$ cat src/rtl/fifo_arb_pkg.sv
// rtl/fifo_arb_pkg.sv - shared index helper and source index type for the FIFO drain fabric
package fifo_arb_pkg;

  localparam int FABRIC_N_SRC = 4;

  // Index width that stays at least one bit wide even for tiny counts.
  function automatic int clog2_min1(input int n);
    return (n > 2) ? $clog2(n) : 1;
  endfunction

  typedef logic [clog2_min1(FABRIC_N_SRC)-1:0] src_idx_t;

endpackage

$ cat src/rtl/rr_pick.sv
// rtl/rr_pick.sv - rotate-priority find-first: first set req bit at or after start, wrapping
module rr_pick
  import fifo_arb_pkg::*;
#(
  parameter int N  = 4,
  parameter int IW = clog2_min1(N)
) (
  input  logic [N-1:0]  req,
  input  logic [IW-1:0] start,
  output logic          found,
  output logic [IW-1:0] idx
);

  int            c;
  logic [IW-1:0] ci;

  always_comb begin
    found = 1'b0;
    idx   = '0;
    c     = 0;
    ci    = '0;
    for (int k = 0; k < N; k++) begin
      c = int'(start) + k;
      if (c >= N) c = c - N;
      ci = c[IW-1:0];
      if (!found && req[ci]) begin
        found = 1'b1;
        idx   = ci;
      end
    end
  end

endmodule

$ cat src/rtl/fifo_rr_drain_arb.sv
// rtl/fifo_rr_drain_arb.sv - round-robin burst scheduler draining N_REQ registered-dout FIFOs
// onto one valid/ready stream; the FIFO dout registers are the only data storage.
module fifo_rr_drain_arb
  import fifo_arb_pkg::*;
#(
  parameter int N_REQ = 4,
  parameter int WIDTH = 8,
  parameter int BURST = 4
) (
  input  logic                         clk,
  input  logic                         rst_n,
  input  logic [N_REQ-1:0]             fifo_empty,
  input  logic [N_REQ*WIDTH-1:0]       fifo_dout,
  output logic [N_REQ-1:0]             fifo_rd_en,
  output logic                         out_valid,
  input  logic                         out_ready,
  output logic [WIDTH-1:0]             out_data,
  output logic [clog2_min1(N_REQ)-1:0] out_src,
  output logic                         busy
);

  localparam int            IW        = clog2_min1(N_REQ);
  localparam int            CW        = clog2_min1(BURST + 1);
  localparam logic [IW-1:0] LAST_IDX  = IW'(N_REQ - 1);
  localparam logic [CW-1:0] BURST_MAX = CW'(BURST);

  logic [IW-1:0] grant;
  logic [IW-1:0] rr_start;
  logic [IW-1:0] rr_idx;
  logic [IW-1:0] pick;
  logic [CW-1:0] burst_cnt;
  logic          slot;
  logic          same_grant;
  logic          rr_found;
  logic          have_pick;
  logic          issue;

  // Search starts just past the current grant so the grant itself is tried last.
  assign rr_start = (grant == LAST_IDX) ? '0 : grant + IW'(1);

  rr_pick #(
    .N  (N_REQ),
    .IW (IW)
  ) u_rr_pick (
    .req   (~fifo_empty),
    .start (rr_start),
    .found (rr_found),
    .idx   (rr_idx)
  );

  assign slot       = !out_valid || out_ready;
  assign same_grant = out_valid && (burst_cnt < BURST_MAX) && !fifo_empty[grant];
  assign have_pick  = same_grant || rr_found;
  assign pick       = same_grant ? grant : rr_idx;
  assign issue      = rst_n && slot && have_pick;

  always_comb begin
    fifo_rd_en = '0;
    if (issue) fifo_rd_en[pick] = 1'b1;
  end

  always_ff @(posedge clk or negedge rst_n) begin
    if (!rst_n) begin
      out_valid <= 1'b0;
      grant     <= LAST_IDX;
      burst_cnt <= '0;
    end else if (slot) begin
      if (have_pick) begin
        out_valid <= 1'b1;
        grant     <= pick;
        if (same_grant)
          burst_cnt <= (burst_cnt >= BURST_MAX) ? BURST_MAX : burst_cnt + CW'(1);
        else
          burst_cnt <= CW'(1);
      end else begin
        out_valid <= 1'b0;
      end
    end
  end

  // The granted FIFO's dout holds until its next pop, so a plain mux stays stable under stall.
  always_comb begin
    out_data = '0;
    for (int i = 0; i < N_REQ; i++)
      if (grant == IW'(i)) out_data = fifo_dout[i*WIDTH +: WIDTH];
  end

  assign out_src = grant;
  assign busy    = out_valid || (|fifo_rd_en);

endmodule

$ cat config.mk
export PLATFORM = sky130hd
export DESIGN_NAME = fifo_rr_drain_arb
export DESIGN_NICKNAME = d
export VERILOG_FILES = /design/src/rtl/fifo_arb_pkg.sv /design/src/rtl/rr_pick.sv /design/src/rtl/fifo_rr_drain_arb.sv
export SDC_FILE = /design/constraint.sdc
export NUM_CORES = 1
export LEC_CHECK = 0
export CELL_PAD_IN_SITES_DETAIL_PLACEMENT = 1
export CELL_PAD_IN_SITES_GLOBAL_PLACEMENT = 1
export CORE_MARGIN = 5
export CORE_UTILIZATION = 24
export CTS_CLUSTER_DIAMETER = 50
export DETAILED_ROUTE_END_ITERATION = 6
export PLACE_DENSITY = 0.76
export SETUP_SLACK_MARGIN = 0.02
export SLEW_MARGIN = 15
export SYNTH_ARGS = -nofsm -noshare
export SYNTH_HDL_FRONTEND = slang
export SYNTH_SLANG_ARGS = --single-unit
$ cat constraint.sdc
create_clock -name clk -period 2.9 [get_ports clk]
set_input_delay 0.29 -clock clk [delete_from_list [all_inputs] [get_ports clk]]
set_output_delay 0.29 -clock clk [all_outputs]
set_load 0.02 [all_outputs]
* Yosys cells after proc, flatten, opt, wreduce, memory -nomap -nowiden *
Cells that the tools add are included.

word-level totals
  bits in registers = 6
  output and inout bits = 16

cells by class
  mux-type cells = 34
  bitwise logic cells = 1
  equal/unequal tests = 3
  order comparisons = 13
  reduce and logical (&&, ||, !) cells = 19
  add/sub/neg operators = 9

operator list
  cell                                                        number
  two-way mux 8 bit                                           4
  two-way mux 2 bit                                           10
  less-than comparator 2 x 3 -> 1 bit, second input constant  6
  >= comparator 3 bit, second input constant                  4
  two-way mux 1 bit                                           11
  binary-select mux 1 bit (select 2 bit)                      5
  logical AND 1 bit                                           8
  subtractor 2 x 1 -> 2 bit, second input constant            4
  adder 2 x 2 -> 3 bit, second input constant                 2
  two-way mux 3 bit                                           2
  logical NOT 1 bit                                           5
  == test 2 bit, second input constant                        2
  two-way mux 4 bit                                           1
  inverter 4 bit                                              1
  OR reduction 4 bit                                          1
  adder 2 x 1 -> 3 bit, second input constant                 1
  adder 3 x 1 -> 3 bit, second input constant                 1
  >= comparator 2 x 3 -> 1 bit, second input constant         1
  logical OR 1 bit                                            3
  less-than comparator 3 bit, second input constant           1
  adder 2 x 1 -> 2 bit, second input constant                 1
  demux 1 bit (select 2 bit)                                  1
  == test 2 x 1 -> 1 bit, second input constant               1
  >= comparator 2 x 1 -> 1 bit, second input constant         1
  other kinds (2)                                             2

* Depth between registers and ports, before layout *
  depth in word-level cells = 24
  mapped depth = 9
  gate-level depth less buffers = 7

* Modules after synthesis *
A second synthesis with hierarchy kept.

second synthesis, totals
  cells, all modules = 113
  area total of the unflattened synthesis = 870.8 µm²

modules (own cells, without submodules)
  module             cells each  times used  area an instance (µm²)
  fifo_rr_drain_arb  98          1           793.3
  rr_pick            15          1           77.6

* Least setup slack after synthesis *
OpenSTA, ideal clock, no wires.

  path type = register to output
  start = reg grant[0], in the netlist out_src[0]
  end = out fifo_rd_en[2]
  setup slack = 0.049 ns
  stages on the path, launching flop included = 9
  buffers on the path = 2
  data required time = 2.610 ns
  arrival time = 2.561 ns
  cells stage by stage = dfstp_2 > buf_6 > inv_2 > ha_1 > buf_2 > or3_1 > a211oi_1 > a211o_1 > nor3b_1

between the ends
  cells in the longest elaborated chain, start to end = 22
  elaborated cells between the ends (all ways) = 53

ends and longest elaborated chain
  element                                                                        RTL line                 source
  start: declaration                                                             fifo_rr_drain_arb.sv:27  logic [IW-1:0] grant;
  start signal: assignment                                                       fifo_rr_drain_arb.sv:70  grant <= pick;
  parallel branches: the longest is 21 deep, another holds adder 2 x 1 -> 3 bit  --
  two-way mux 4 bit *                                                            fifo_rr_drain_arb.sv:59  if (issue) fifo_rd_en[pick] = 1'b1;
  end: declaration                                                               fifo_rr_drain_arb.sv:14  output logic [N_REQ-1:0] fifo_rd_en,

Mark *: on every way between the ends. The select of a mux whose other input is x is not followed.

* Worst setup path after layout *
  start = reg grant[0], in the netlist out_src[0]
  end = out fifo_rd_en[1]

Same word-level chain as after synthesis.

==> metrics.log <==
INFO  metric outcome = completed
INFO  metric timing.critical_path.to = fifo_rd_en[1]
INFO  metric timing.setup.tns = 0 ns
INFO  metric hold_viol = 0
INFO  metric dpl_worst_slack = -0.1459 ns
INFO  metric fp-row-count = 21
INFO  metric dr.pass1.iters = 4
INFO  metric critical_path.most_common_cell = buf_4
INFO  metric postSynthCellCount = 117
INFO  metric synth_cell_types = 37
INFO  metric cell_at_the_slowest_stage_of_the_critical_path = dfstp_2
INFO  metric place_congestion = 0.8192
INFO  metric required = 2.61 ns
INFO  metric mappedNetlistNets = 162
INFO  metric core_region_area = 3416 um^2
INFO  metric p_per_area = 974.4 nW/um^2
INFO  metric drcViolationCount = 0
INFO  metric setup.worst_path.class = reg2out
INFO  metric cts_root_buf = clkbuf_4
INFO  metric start_kind = flop
INFO  metric timing.final.crit_period = 2.791 ns
INFO  metric worstPathMaxFanout = 6
INFO  metric count_of_input_and_output_buffers = 54
INFO  metric antenna_found_initial = 0
INFO  metric nets = 227
INFO  metric antenna_cells_inserted = 0
INFO  metric ys_seq_elements = 6
INFO  metric die_width = 70.11 um
INFO  metric drv_cap = 0
INFO  metric dp_hpwl = 3.069 mm
INFO  metric rr_endpoint = out_src[1]$_DFFE_PN1P_
INFO  metric synthDominantAreaCellType = dfrtp_1
INFO  metric clock_insertion_delay_worst_skew = 0.26 ns
INFO  metric die-height = 70.11 um
INFO  metric clkTransAtPathRegs = 0.05 ns
INFO  metric final_worst_clock_skew = 0.001554 ns
INFO  metric totalWireLength = 3.664 mm
INFO  metric finish.utilization = 46.67%
INFO  metric routed_wire_length_per_instance = 16.14 um
INFO  metric total_cts_buffers = 3
INFO  metric combined_area_of_all_synthesized_cells = 867.1 um^2
INFO  metric synth.area.top_cells = dfrtp_1 12%, ha_1 8.7%, a21oi_1 8.1%
INFO  metric synth-edff-count = 0
INFO  metric flow.area_growth_from_synthesis = 83.84%
INFO  metric postSynthAreaPerCell = 7.411 um^2
INFO  metric timing.slew.headroom = 64.29%
INFO  metric grt_pass1_wl = 5.733 mm
INFO  metric pin_count_of_the_biggest_net_entering_global_routing = 20
INFO  metric route.vias.total = 1142
INFO  metric fmax = 358.3 MHz
INFO  metric setup.worst_path.start = out_src[0]$_DFFE_PN1P_
INFO  metric worstRegToRegCells = 8
INFO  metric power.ir.vdd_worst = 0.3951 mV
INFO  metric crit_path_cell_trace = inv_2 > ha_1 > buf_4 > nand2_1 > a21oi_1 > a21o_1 > a211o_1 > nor3b_1 > buf_4
INFO  metric htreeDepth = 1
INFO  metric clock-sinks = 6
INFO  metric tritoncts = done
INFO  metric routed_via_density = 5.031
INFO  metric grt_setup_unrepaired = true
INFO  metric post_route_cells_drive_above_1_share = 20.44%
INFO  metric fill_cells = 413
INFO  metric leakage_dissipation = 0.7428 nW
INFO  metric cp-end-kind = output port
INFO  metric worst_ep_arrival_time = 2.50 ns
INFO  metric r2r_start = out_src[0]$_DFFE_PN1P_
INFO  metric ys_async_sr_fraction = 100.0%
INFO  metric dominantRegCellSynth = dfrtp_1
INFO  metric share_of_the_cycle_needed_by_the_critical_path_after_routing = 96.25%
INFO  metric dr.first_iter.drc_count = 47
INFO  metric design.die.area = 4915 um^2
INFO  metric synth_sequential_area_ratio = 17.60%
INFO  metric yosysWarningCount = 0
INFO  metric timing_worst_slew_pin_value = 0.5356 ns
INFO  metric postRouteAntennaNets = 0
INFO  metric slew_violations = 0
INFO  metric cts.path.max_buffers = 2
INFO  metric setup.reg_to_reg.worst_slack = 0.69 ns
INFO  metric synth_commonest_cells = 16 x nand2_1, 14 x a21oi_1, 11 x nor2_1
INFO  metric timing.critical_path.slowest_cell_delay = 0.57 ns
INFO  metric initial_utilization = 25.38%
INFO  metric first_global_vias = 1175
INFO  metric top_cell_type_s_share_of_synthesized_area = 11.54%
INFO  metric overflow = 0
INFO  metric finalWorstSetupSlack = 0.1087 ns
INFO  metric timing.final.setup_violations = 0
INFO  metric num_io_pins = 55
INFO  metric worstHoldPathType = in2async
INFO  metric globalRouteTotalUtil = 14.46%
INFO  metric synthMostInstantiatedCell = nand2_1
[metal layers]
metal / share of wire [%] / vias up / global-route usage (%)
met1: 41 / 532 / 15.98
met5: 0 / - / 0
li1: - / 546 / -
met3: 8.4 / 7 / 4.735
met2: 49 / 57 / 25.71
met4: 1.6 / 0 / 5.106
[how the worst min path moves through the flow]
| stage | slack (ns) | depth (start not counted) | startpoint | end |
|---|---|---|---|---|
| detailed placement | 0.51 | 1 | burst_cnt[0]$_DFFE_PN0P_ | burst_cnt[0]$_DFFE_PN0P_ |
| finish | 0.29 | 1 | rst_n | out_valid$_DFFE_PN0N_ |
| floorplan | -0.006 | 0 | rst_n | burst_cnt[0]$_DFFE_PN0P_ |
| CTS | 0.29 | 1 | rst_n | out_valid$_DFFE_PN0N_ |
| global route | 0.31 | 1 | rst_n | burst_cnt[1]$_DFFE_PN0P_ |
| global placement | 0.48 | 1 | burst_cnt[0]$_DFFE_PN0P_ | burst_cnt[0]$_DFFE_PN0P_ |
[cells by family (layout without fill, tap and decap cells)]
family	after synthesis	count (layout)	synth area share, %
AND/OR/NAND/NOR	51	51	30.16
AO/OA/AOI/OAI	40	40	33.48
flip-flops	6	6	17.61
adder cells (fa/ha/maj)	6	6	8.658
multiplexers	3	3	4.328
buffers and inverters	11	75	5.771
[final cells by class]
type                       instances  area, um^2  share of cell area, %
inverter                           4       15.01                 0.9419
tap                               46       57.56                  3.611
multi-input combinational        100       695.7                  43.64
timing repair buffer              67       646.9                  40.58
clock buffer                       4       26.28                  1.648
sequential                         6       152.6                  9.576
[registers in the layout, summed over array words and instances, names as in the netlist]
| name | count |
|---|---|
| out_valid | 1 |
| burst_cnt | 3 |
| out_src | 2 |
[where the power goes]
part | leakage [nW] | internal (mW) | switching (mW)
Combinational | 0.661 | 0.610 | 0.696
Clock | 0.0150 | 0.0529 | 0.0414
Sequential | 0.0670 | 0.126 | 0.0275
Total | 0.743 | 0.789 | 0.765
[cells in the final DEF, fill, tap and decap left out, types with 3 or more instances in the layout]
master,n
nand2b_1,4
clkdlybuf4s50_1,43
dlymetal6s2s_1,7
a21oi_1,14
dfrtp_1,4
a22oi_1,6
nand2_1,16
o21ai_0,9
nor2_1,11
inv_1,3
clkbuf_4,3
nor2b_1,3
ha_1,6
buf_4,15
[per-stage QoR]
stage,cell area [um^2],hold slack [ns],power (mW),instances
4_1_cts,1545,0.2883,1.548,227
6_report,1594,0.2852,1.553,227
2_1_floorplan,867.1,-0.005591,0.9276,117
3_3_place_gp,1528,0.4825,1.382,223
5_1_grt,1594,0.3069,1.678,227
3_5_place_dp,1528,0.5056,1.440,223
[critical path, delay by kind of cell, from the launching register on]
| family | cells | cell delay (ns) |
|---|---|---|
| AOI/OAI and AO/OA | 3 | 0.61 |
| and+or+nand+nor | 2 | 0.32 |
| buffers and inverters | 3 | 0.40 |
| DFF | 1 | 0.57 |
| adders and majority gates | 1 | 0.34 |
[timing repair]
action,4_1_cts,5_1_grt
pin swaps,1,1
resized for setup,22,15
hold buffers,0,0
endpoints found under the setup margin,10,12
setup buffers,0,0
No activity file was read; power rests on OpenSTA's default activity.
